`config.mk`:
```
export PLATFORM = sky130hd
export DESIGN_NAME = multi_mode_cmd_controller_flat
export DESIGN_NICKNAME = d
export VERILOG_FILES = /design/src/rtl/multi_mode_cmd_controller_if.sv /design/src/rtl/multi_mode_cmd_controller.sv /design/src/flat_wrapper.sv
export SDC_FILE = /design/constraint.sdc
export NUM_CORES = 1
export LEC_CHECK = 0
export ABC_AREA = 1
export BUFFER_PORTS_ARGS = -buffer_cell sky130_fd_sc_hd__clkbuf_2
export CAP_MARGIN = 20
export CELL_PAD_IN_SITES_DETAIL_PLACEMENT = 0
export CELL_PAD_IN_SITES_GLOBAL_PLACEMENT = 1
export CORE_MARGIN = 2
export CORE_UTILIZATION = 35
export CTS_CLUSTER_SIZE = 16
export DETAILED_ROUTE_END_ITERATION = 8
export PLACE_DENSITY = 0.79
export SYNTH_ARGS = -nofsm -noshare
export SYNTH_HDL_FRONTEND = slang
export SYNTH_SLANG_ARGS = --single-unit
```
`constraint.sdc`:
```
create_clock -name clk -period 2.4 [get_ports clk]
set_clock_uncertainty 0.05 [all_clocks]
set_input_delay 0.36 -clock clk [delete_from_list [all_inputs] [get_ports clk]]
set_output_delay 0.36 -clock clk [all_outputs]
set_load 0.01 [all_outputs]
```
`src/rtl/multi_mode_cmd_controller_if.sv`:
```
// Front-panel command bus: debounced buttons and per-mode display data in,
// current mode, display value and per-mode run/clear flags out.
interface multi_mode_cmd_controller_if #(
    parameter int NUM_MODES = 4,
    parameter int DATA_W    = 14
);
    localparam int MODE_W = $clog2(NUM_MODES);

    logic                        btnU;
    logic                        btnC;
    logic                        btnD;
    logic [NUM_MODES*DATA_W-1:0] mode_data;
    logic [MODE_W-1:0]           mode;
    logic [DATA_W-1:0]           seg_data;
    logic [NUM_MODES-1:0]        run_stop;
    logic [NUM_MODES-1:0]        clear;
    logic                        anim_mode;

    modport master (
        output btnU, btnC, btnD, mode_data,
        input  mode, seg_data, run_stop, clear, anim_mode
    );

    modport slave (
        input  btnU, btnC, btnD, mode_data,
        output mode, seg_data, run_stop, clear, anim_mode
    );
endinterface

```
`src/rtl/multi_mode_cmd_controller.sv`:
```
// Front-panel mode controller: button edge events, long-press global clear,
// idle timeout back to mode 0 and per-mode display value selection.
module multi_mode_cmd_controller #(
    parameter int CLK_HZ        = 100_000_000,
    parameter int NUM_MODES     = 4,
    parameter int DATA_W        = 14,
    parameter int TIMEOUT_S     = 30,
    parameter int LONG_PRESS_MS = 1000
) (
    input logic                        clk,
    input logic                        reset,
    multi_mode_cmd_controller_if.slave bus
);
    localparam int MODE_W = $clog2(NUM_MODES);
    localparam int PRE_N  = CLK_HZ / 1000;
    localparam int PRE_W  = $clog2(PRE_N + 1);
    localparam int HOLD_W = $clog2(LONG_PRESS_MS + 1);
    localparam int IDLE_W = (TIMEOUT_S > 0) ? $clog2(TIMEOUT_S + 1) : 1;

    localparam logic [MODE_W-1:0] LAST_MODE = MODE_W'(NUM_MODES - 1);
    localparam logic [PRE_W-1:0]  PRE_LAST  = PRE_W'(PRE_N - 1);
    localparam logic [HOLD_W-1:0] HOLD_MAX  = HOLD_W'(LONG_PRESS_MS);
    localparam logic [HOLD_W-1:0] HOLD_FIRE = HOLD_W'(LONG_PRESS_MS - 1);
    localparam logic [IDLE_W-1:0] IDLE_MAX  = IDLE_W'(TIMEOUT_S);
    localparam logic [IDLE_W-1:0] IDLE_FIRE = IDLE_W'(TIMEOUT_S - 1);

    logic                 prev_u_q, prev_c_q, prev_d_q;
    logic [PRE_W-1:0]     pre_q, pre_d;
    logic [9:0]           ms_q, ms_d;
    logic [HOLD_W-1:0]    hold_q, hold_d;
    logic [IDLE_W-1:0]    idle_q, idle_d;
    logic [MODE_W-1:0]    mode_q, mode_d;
    logic [NUM_MODES-1:0] run_q, run_d;
    logic [NUM_MODES-1:0] clr_q, clr_d;
    logic [DATA_W-1:0]    seg_q, seg_d;
    logic                 anim_q, anim_d;

    logic ev_u, ev_c, ev_d;
    logic ms_tick, sec_tick;
    logic long_press, idle_hold, timeout;

    always_comb begin
        ev_u       = bus.btnU & ~prev_u_q;
        ev_c       = bus.btnC & ~prev_c_q;
        ev_d       = bus.btnD & ~prev_d_q;
        ms_tick    = (pre_q == PRE_LAST);
        sec_tick   = ms_tick && (ms_q == 10'd999);
        long_press = bus.btnD && ms_tick && (hold_q == HOLD_FIRE);
        idle_hold  = (mode_q == '0) || run_q[mode_q];
        timeout    = (TIMEOUT_S > 0) && !idle_hold && sec_tick &&
                     (idle_q == IDLE_FIRE);
    end

    // Free-running ms/s time base; the hold counter saturates so a
    // long press can only fire once per hold.
    always_comb begin
        pre_d = ms_tick ? '0 : pre_q + PRE_W'(1);
        ms_d  = ms_q;
        if (ms_tick) begin
            ms_d = (ms_q == 10'd999) ? '0 : ms_q + 10'd1;
        end
        hold_d = '0;
        if (bus.btnD) begin
            hold_d = hold_q;
            if (ms_tick && hold_q != HOLD_MAX) begin
                hold_d = hold_q + HOLD_W'(1);
            end
        end
    end

    always_comb begin
        mode_d = mode_q;
        if (long_press) begin
            mode_d = '0;
        end else if (ev_u) begin
            mode_d = (mode_q == LAST_MODE) ? '0 : mode_q + MODE_W'(1);
        end else if (timeout) begin
            mode_d = '0;
        end

        run_d = run_q;
        if (ev_c && mode_q != '0) begin
            run_d[mode_q] = ~run_q[mode_q];
        end
        if (long_press) begin
            run_d = '0;
        end

        clr_d = '0;
        if (ev_d) begin
            clr_d[mode_q] = 1'b1;
        end
        if (long_press) begin
            clr_d = '1;
        end

        idle_d = idle_q;
        if (idle_hold || ev_u || ev_c || ev_d || mode_d != mode_q) begin
            idle_d = '0;
        end else if (sec_tick && idle_q != IDLE_MAX) begin
            idle_d = idle_q + IDLE_W'(1);
        end

        anim_d = (mode_d == '0);
    end

    always_comb begin
        seg_d = '0;
        for (int m = 0; m < NUM_MODES; m++) begin
            if (mode_q == MODE_W'(m)) begin
                seg_d = bus.mode_data[m*DATA_W +: DATA_W];
            end
        end
    end

    always_ff @(posedge clk) begin
        if (reset) begin
            prev_u_q <= 1'b0;
            prev_c_q <= 1'b0;
            prev_d_q <= 1'b0;
            pre_q    <= '0;
            ms_q     <= '0;
            hold_q   <= '0;
            idle_q   <= '0;
            mode_q   <= '0;
            run_q    <= '0;
            clr_q    <= '0;
            seg_q    <= '0;
            anim_q   <= 1'b1;
        end else begin
            prev_u_q <= bus.btnU;
            prev_c_q <= bus.btnC;
            prev_d_q <= bus.btnD;
            pre_q    <= pre_d;
            ms_q     <= ms_d;
            hold_q   <= hold_d;
            idle_q   <= idle_d;
            mode_q   <= mode_d;
            run_q    <= run_d;
            clr_q    <= clr_d;
            seg_q    <= seg_d;
            anim_q   <= anim_d;
        end
    end

    assign bus.mode      = mode_q;
    assign bus.seg_data  = seg_q;
    assign bus.run_stop  = run_q;
    assign bus.clear     = clr_q;
    assign bus.anim_mode = anim_q;
endmodule

```
`src/flat_wrapper.sv`:
```
// flat-port wrapper written by rule: the top's interface ports become plain ports
module multi_mode_cmd_controller_flat 
#(
    parameter int CLK_HZ        = 100_000_000,
    parameter int NUM_MODES     = 4,
    parameter int DATA_W        = 14,
    parameter int TIMEOUT_S     = 30,
    parameter int LONG_PRESS_MS = 1000
)
  (clk, reset, bus_btnU, bus_btnC, bus_btnD, bus_mode_data, bus_mode, bus_seg_data, bus_run_stop, bus_clear, bus_anim_mode);
  multi_mode_cmd_controller_if #(.NUM_MODES(NUM_MODES), .DATA_W(DATA_W)) bus_i ();
  input logic clk;
  input logic reset;
  input wire logic [$bits(bus_i.btnU)-1:0] bus_btnU;
  input wire logic [$bits(bus_i.btnC)-1:0] bus_btnC;
  input wire logic [$bits(bus_i.btnD)-1:0] bus_btnD;
  input wire logic [$bits(bus_i.mode_data)-1:0] bus_mode_data;
  output wire logic [$bits(bus_i.mode)-1:0] bus_mode;
  output wire logic [$bits(bus_i.seg_data)-1:0] bus_seg_data;
  output wire logic [$bits(bus_i.run_stop)-1:0] bus_run_stop;
  output wire logic [$bits(bus_i.clear)-1:0] bus_clear;
  output wire logic [$bits(bus_i.anim_mode)-1:0] bus_anim_mode;
  assign bus_i.btnU = bus_btnU;
  assign bus_i.btnC = bus_btnC;
  assign bus_i.btnD = bus_btnD;
  assign bus_i.mode_data = bus_mode_data;
  assign bus_mode = bus_i.mode;
  assign bus_seg_data = bus_i.seg_data;
  assign bus_run_stop = bus_i.run_stop;
  assign bus_clear = bus_i.clear;
  assign bus_anim_mode = bus_i.anim_mode;
  multi_mode_cmd_controller #(.CLK_HZ(CLK_HZ), .NUM_MODES(NUM_MODES), .DATA_W(DATA_W), .TIMEOUT_S(TIMEOUT_S), .LONG_PRESS_MS(LONG_PRESS_MS)) u_core (.clk(clk), .reset(reset), .bus(bus_i));
endmodule
```
* Yosys cells after proc, flatten, opt, wreduce, memory -nomap -nowiden
Cells that the tools add are included.
** Word-level totals
- Output and inout port bits :: 25
- Flip-flop bits (word level) :: 70
- Input port bits :: 61
** Operators by class
- Muxes and demuxes :: 16
- Reduce and logical (&&, ||, !) cells :: 22
- Add/sub/neg operators :: 5
- Eq/ne operators :: 10
- $lt $le $gt $ge :: 2
- Bitwise operators :: 8
** Operator list (count)
- 14-bit 2-to-1 mux :: 4
- 10-bit by 1-bit adder with 10-bit output, second input constant :: 2
- 10-bit == test, second input constant :: 2
- 17-bit by 1-bit adder with 17-bit output, second input constant :: 1
- 17-bit == test, second input constant :: 1
- 10-bit 2-to-1 mux :: 1
- 10-bit inequality test, second input constant :: 1
- 1-bit logical AND :: 9
- 2-bit 2-to-1 mux :: 4
- 4-bit 2-to-1 mux :: 2
- 2-bit OR reduction :: 4
- 5-bit by 1-bit adder with 5-bit output, second input constant :: 1
- 5-bit == test, second input constant :: 1
- 1-bit logical OR :: 5
- 5-bit inequality test, second input constant :: 1
- 1-bit NOT :: 5
- 4-bit bitwise mux :: 1
- 2-bit == test, second input constant :: 2
- 2-bit logical NOT :: 2
- 1-bit bitwise AND :: 3
- 2-bit by 3-bit < comparator with 1-bit output, second input constant :: 1
- 2-bit by 1-bit adder with 2-bit output, second input constant :: 1
- 1-bit binary-select mux with 2-bit select :: 1
- 1-bit demux with 2-bit select :: 1
- other kinds (6) :: 7

* Logic depth before layout (Yosys ltp)
- Word-level depth :: 12
- Gate-level depth with buffers :: 14

* Worst setup path before layout
Ideal clock, no wire load.
- Path kind :: register -> register
- Start point :: register u_core.mode_q[1], in the netlist u_core.bus.mode[1]
- End point :: register u_core.seg_q[10], in the netlist u_core.bus.seg_data[10]
- Data arrival time :: 1.759 ns
- Cell stages (with the launch flop) :: 9
- Slack :: 0.521 ns
- Library setup time :: 0.070 ns
- Data required time :: 2.280 ns
- Path buffers :: 2
- Cells stage by stage :: dfxtp_1 > inv_1 > ha_1 > clkbuf_1 > nor2_1 > clkbuf_1 > a221o_1 > o21ai_0 > a21oi_1
** Between the ends
- Cells in the longest elaborated chain, start to end :: 5
- Elaborated cells between the ends (all ways) :: 8
- Those cells by class :: eq/ne: 3; mux: 4; reduce/logical: 1
** RTL lines
- start, declared :: RTL line multi_mode_cmd_controller.sv:32 : logic [MODE_W-1:0] mode_q, mode_d;
- start signal, assigned :: RTL line multi_mode_cmd_controller.sv:138 : mode_q <= mode_d;
- 2-bit logical NOT :: RTL line multi_mode_cmd_controller.sv:110 : if (mode_q == MODE_W'(m)) begin
- 14-bit 2-to-1 mux (3 in series) :: RTL line multi_mode_cmd_controller.sv:110
- 14-bit 2-to-1 mux (*) :: RTL line multi_mode_cmd_controller.sv:110
- end signal, assigned :: RTL line multi_mode_cmd_controller.sv:141 : seg_q <= seg_d;
- end, declared :: RTL line multi_mode_cmd_controller.sv:35 : logic [DATA_W-1:0] seg_q, seg_d;
Mark *: on every way between the ends. The rest lies on a longest branch, timed or not.
A chain may end at the register's enable or synchronous reset.

* Worst setup path in the final report
- Start point :: register u_core.mode_q[1], in the netlist u_core.bus.mode[1]
- End point :: register u_core.seg_q[3], in the netlist u_core.bus.seg_data[3]
Same word-level chain as after synthesis.

==> results.sh <==
export IMPL_path_clk_slew_ns=0.07
export IMPL_grt_overflow=0
export IMPL_ys_types=31
export IMPL_crit_arrival_ns=2.37
export IMPL_timing_hold_ws_ns=0.177
export IMPL_drive_gt1_share_pct=20.5
export IMPL_pin_count=86
export IMPL_synthAdderAreaFrac_pct=3.90
export IMPL_hold_viol_final=0
export IMPL_drv_slew=0
export IMPL_ir_worst_vdd_mv=0.315
export IMPL_synth_compound_area_share_pct=16.9
export IMPL_final_area_um2=4330
export IMPL_final_common_cell="nand2_1"
export IMPL_yosysWarnings=0
export IMPL_layoutNonFillerInstCount=722
export IMPL_avgSynthCellArea_um2=7.19
export IMPL_hp_class="in2reg"
export IMPL_p_per_area_nw_per_um2=566
export IMPL_post_cts_setup_buffer_count=0
export IMPL_n_antenna_cell=0
export IMPL_timing_fmax_mhz=463
export IMPL_synthMuxAreaShare_pct=0.283
export IMPL_start_kind="flop"
export IMPL_p_leak_uw=0.00183
export IMPL_crit_type="reg2reg"
export IMPL_setup_violations=0
export IMPL_clock_sinks=70
export IMPL_gp_congestion=0.869
export IMPL_synth_top_family_by_area="simple AND/OR/NAND/NOR gates"
export IMPL_port_buffers=85
export IMPL_drv_cap=0
export IMPL_die_w_um=104
export IMPL_area_growth_pct=22.7
export IMPL_rsz0062_at_grt="no"
export IMPL_ctsResizeCount=0
export IMPL_worst_pin_slew_ns=0.966
export IMPL_syn_inst=491
export IMPL_syn_nets=563
export IMPL_cts_tree="built"
export IMPL_clk_latency_ns=0.34
export IMPL_final_cell_mix="88 x nand2_1, 85 x clkbuf_2, 70 x dfxtp_1, 68 x inv_1, 48 x nor2_1"
export IMPL_die_area_um2=10900
export IMPL_final_nets=656
export IMPL_grt_pass1_wl_um=14700
export IMPL_route_detailed_drc=0
export IMPL_dp_cells=706
export IMPL_grt_max_degree=29
export IMPL_wirelength_um=8720
export IMPL_timing_setup_tns_ns=0
export IMPL_min_period_ns=2.16
export IMPL_row_count=36
export IMPL_viasPerCell=4.73
export IMPL_hold_path_depth=3
export IMPL_wl_per_cell_um=12.1
export IMPL_ys_seq_area_share_pct=39.7
export IMPL_critPathCaptureType="flop"
export IMPL_cp_required_ns=2.61
export IMPL_synth_seq_cells=70
export IMPL_dr_pass1_iters=4
export IMPL_vias=3412
export IMPL_outcome="finished clean"
export IMPL_r2r_cells=6
export IMPL_place_area_um2=4140
export IMPL_grt_pass1_vias=3247
export IMPL_synthSimpleGateAreaFrac_pct=27.5
export IMPL_cts_made_buffers=9
export IMPL_initial_core_util_pct=36.1
export IMPL_drtIter0Drc=131
export IMPL_maxSlewHeadroom_pct=35.4
export IMPL_clockRootBuffer="clkbuf_8"
export IMPL_timing_final_crit_share_pct=89.9
export IMPL_dp_hpwl_um=6770
export IMPL_gr_usage_all_layers_pct=16.3
export IMPL_critPathMaxFanout=14
export IMPL_core_um2=9770
export IMPL_htreeDepth=3
export IMPL_antenna_found_initial=0
export IMPL_syn_area_um2=3530
export IMPL_fp_dieH_um=104
export IMPL_clockBufferDepth=2
export IMPL_cts_hold_buf=0
export IMPL_synth_xor_area_share_pct=2.98
export IMPL_setup_slack_ns=0.242
export IMPL_dp_slack_ns=0.228
export IMPL_ant_nets=0
==> cell families (layout without fill, tap and decap cells) <==
| logic type | Yosys count | count (layout) |
|---|---|---|
| DFF | 70 | 70 |
| muxes | 1 | 1 |
| adders and majority gates | 11 | 11 |
| AOI/OAI and AO/OA | 104 | 104 |
| xor gates and xnor gates | 12 | 12 |
| and+or+nand+nor | 213 | 213 |
| buffers and inverters | 80 | 178 |
==> final cells by class <==
type,instances,area (um2)
Clock buffer,12,135
Clock inverter,4,47.5
Fill cell,1028,5440
Inverter,68,255
Multi-Input combinational cell,341,1840
Sequential cell,70,1400
Tap cell,133,166
Timing Repair Buffer,94,493
==> metrics by stage <==
step                total power [uW]  util (%)
finish                          2450      44.3
global route                    2590      44.3
CTS                             2500      44.2
detailed placement              1570      42.3
global placement                1560      42.3
floorplan                       1430         -
==> power by group <==
group | leakage, uW | internal [uW] | switching [uW]
Clock | 0.0000904 | 478 | 437
Sequential | 0.000570 | 1200 | 16.2
Combinational | 0.00117 | 141 | 176
Total | 0.00183 | 1820 | 629
==> flip-flops by register name (all words and copies together), names as in the netlist <==
register	cells
u_core.bus.mode	2
u_core.idle_q	5
u_core.hold_q	10
u_core.prev_c_q	1
u_core.bus.clear	4
u_core.ms_q	10
u_core.bus.anim_mode	1
u_core.bus.run_stop	4
u_core.bus.seg_data	14
u_core.prev_d_q	1
u_core.prev_u_q	1
u_core.pre_q	17
==> synth_stat cells, drive strengths merged <==
cell type | count | area [um2]
nand4 | 10 | 62.6
nor2 | 52 | 224
o21a | 1 | 7.51
nand2 | 92 | 360
a21oi | 43 | 215
ha | 11 | 138
clkbuf | 10 | 37.5
and3 | 2 | 12.5
mux2i | 1 | 10.0
inv | 68 | 255
nand3 | 26 | 130
o22ai | 1 | 6.26
o21ai | 43 | 215
a221o | 14 | 140
nor4 | 4 | 40.0
dfxtp | 70 | 1400
and2 | 1 | 6.26
xnor2 | 3 | 26.3
nor3 | 23 | 115
a31oi | 1 | 6.26
buf | 2 | 16.3
or2 | 3 | 18.8
a211oi | 1 | 7.51
xor2 | 9 | 78.8
==> metal layers <==
layer	global-route usage [%]	routed length, um	up-vias	part of all wire [%]
li1	-	-	1811	-
met1	20.0	3970	1541	46
met2	27.8	4380	48	50
met3	3.63	257	12	2.9
met4	5.79	117	0	1.3
met5	0	0	-	0
==> final timing paths <==
path | start | end | slack, ns
worst max register to register | u_core.bus.mode[1] | u_core.bus.seg_data[3] | 0.24
worst max-delay path | u_core.bus.mode[1] | u_core.bus.seg_data[3] | 0.24
worst min register to register | u_core.bus.run_stop[0] | u_core.bus.run_stop[0] | 0.40
worst min-delay path | bus_btnU | u_core.prev_u_q | 0.18
==> worst max-delay path, cell delays in order (launching register included) <==
cell and delay [ns]:
dfxtp_1 0.45, inv_1 0.12, ha_1 0.20, nor2_1 0.74, a221o_1 0.26, o21ai_0 0.11
a21oi_1 0.14
No activity file was read; power rests on OpenSTA's default activity.
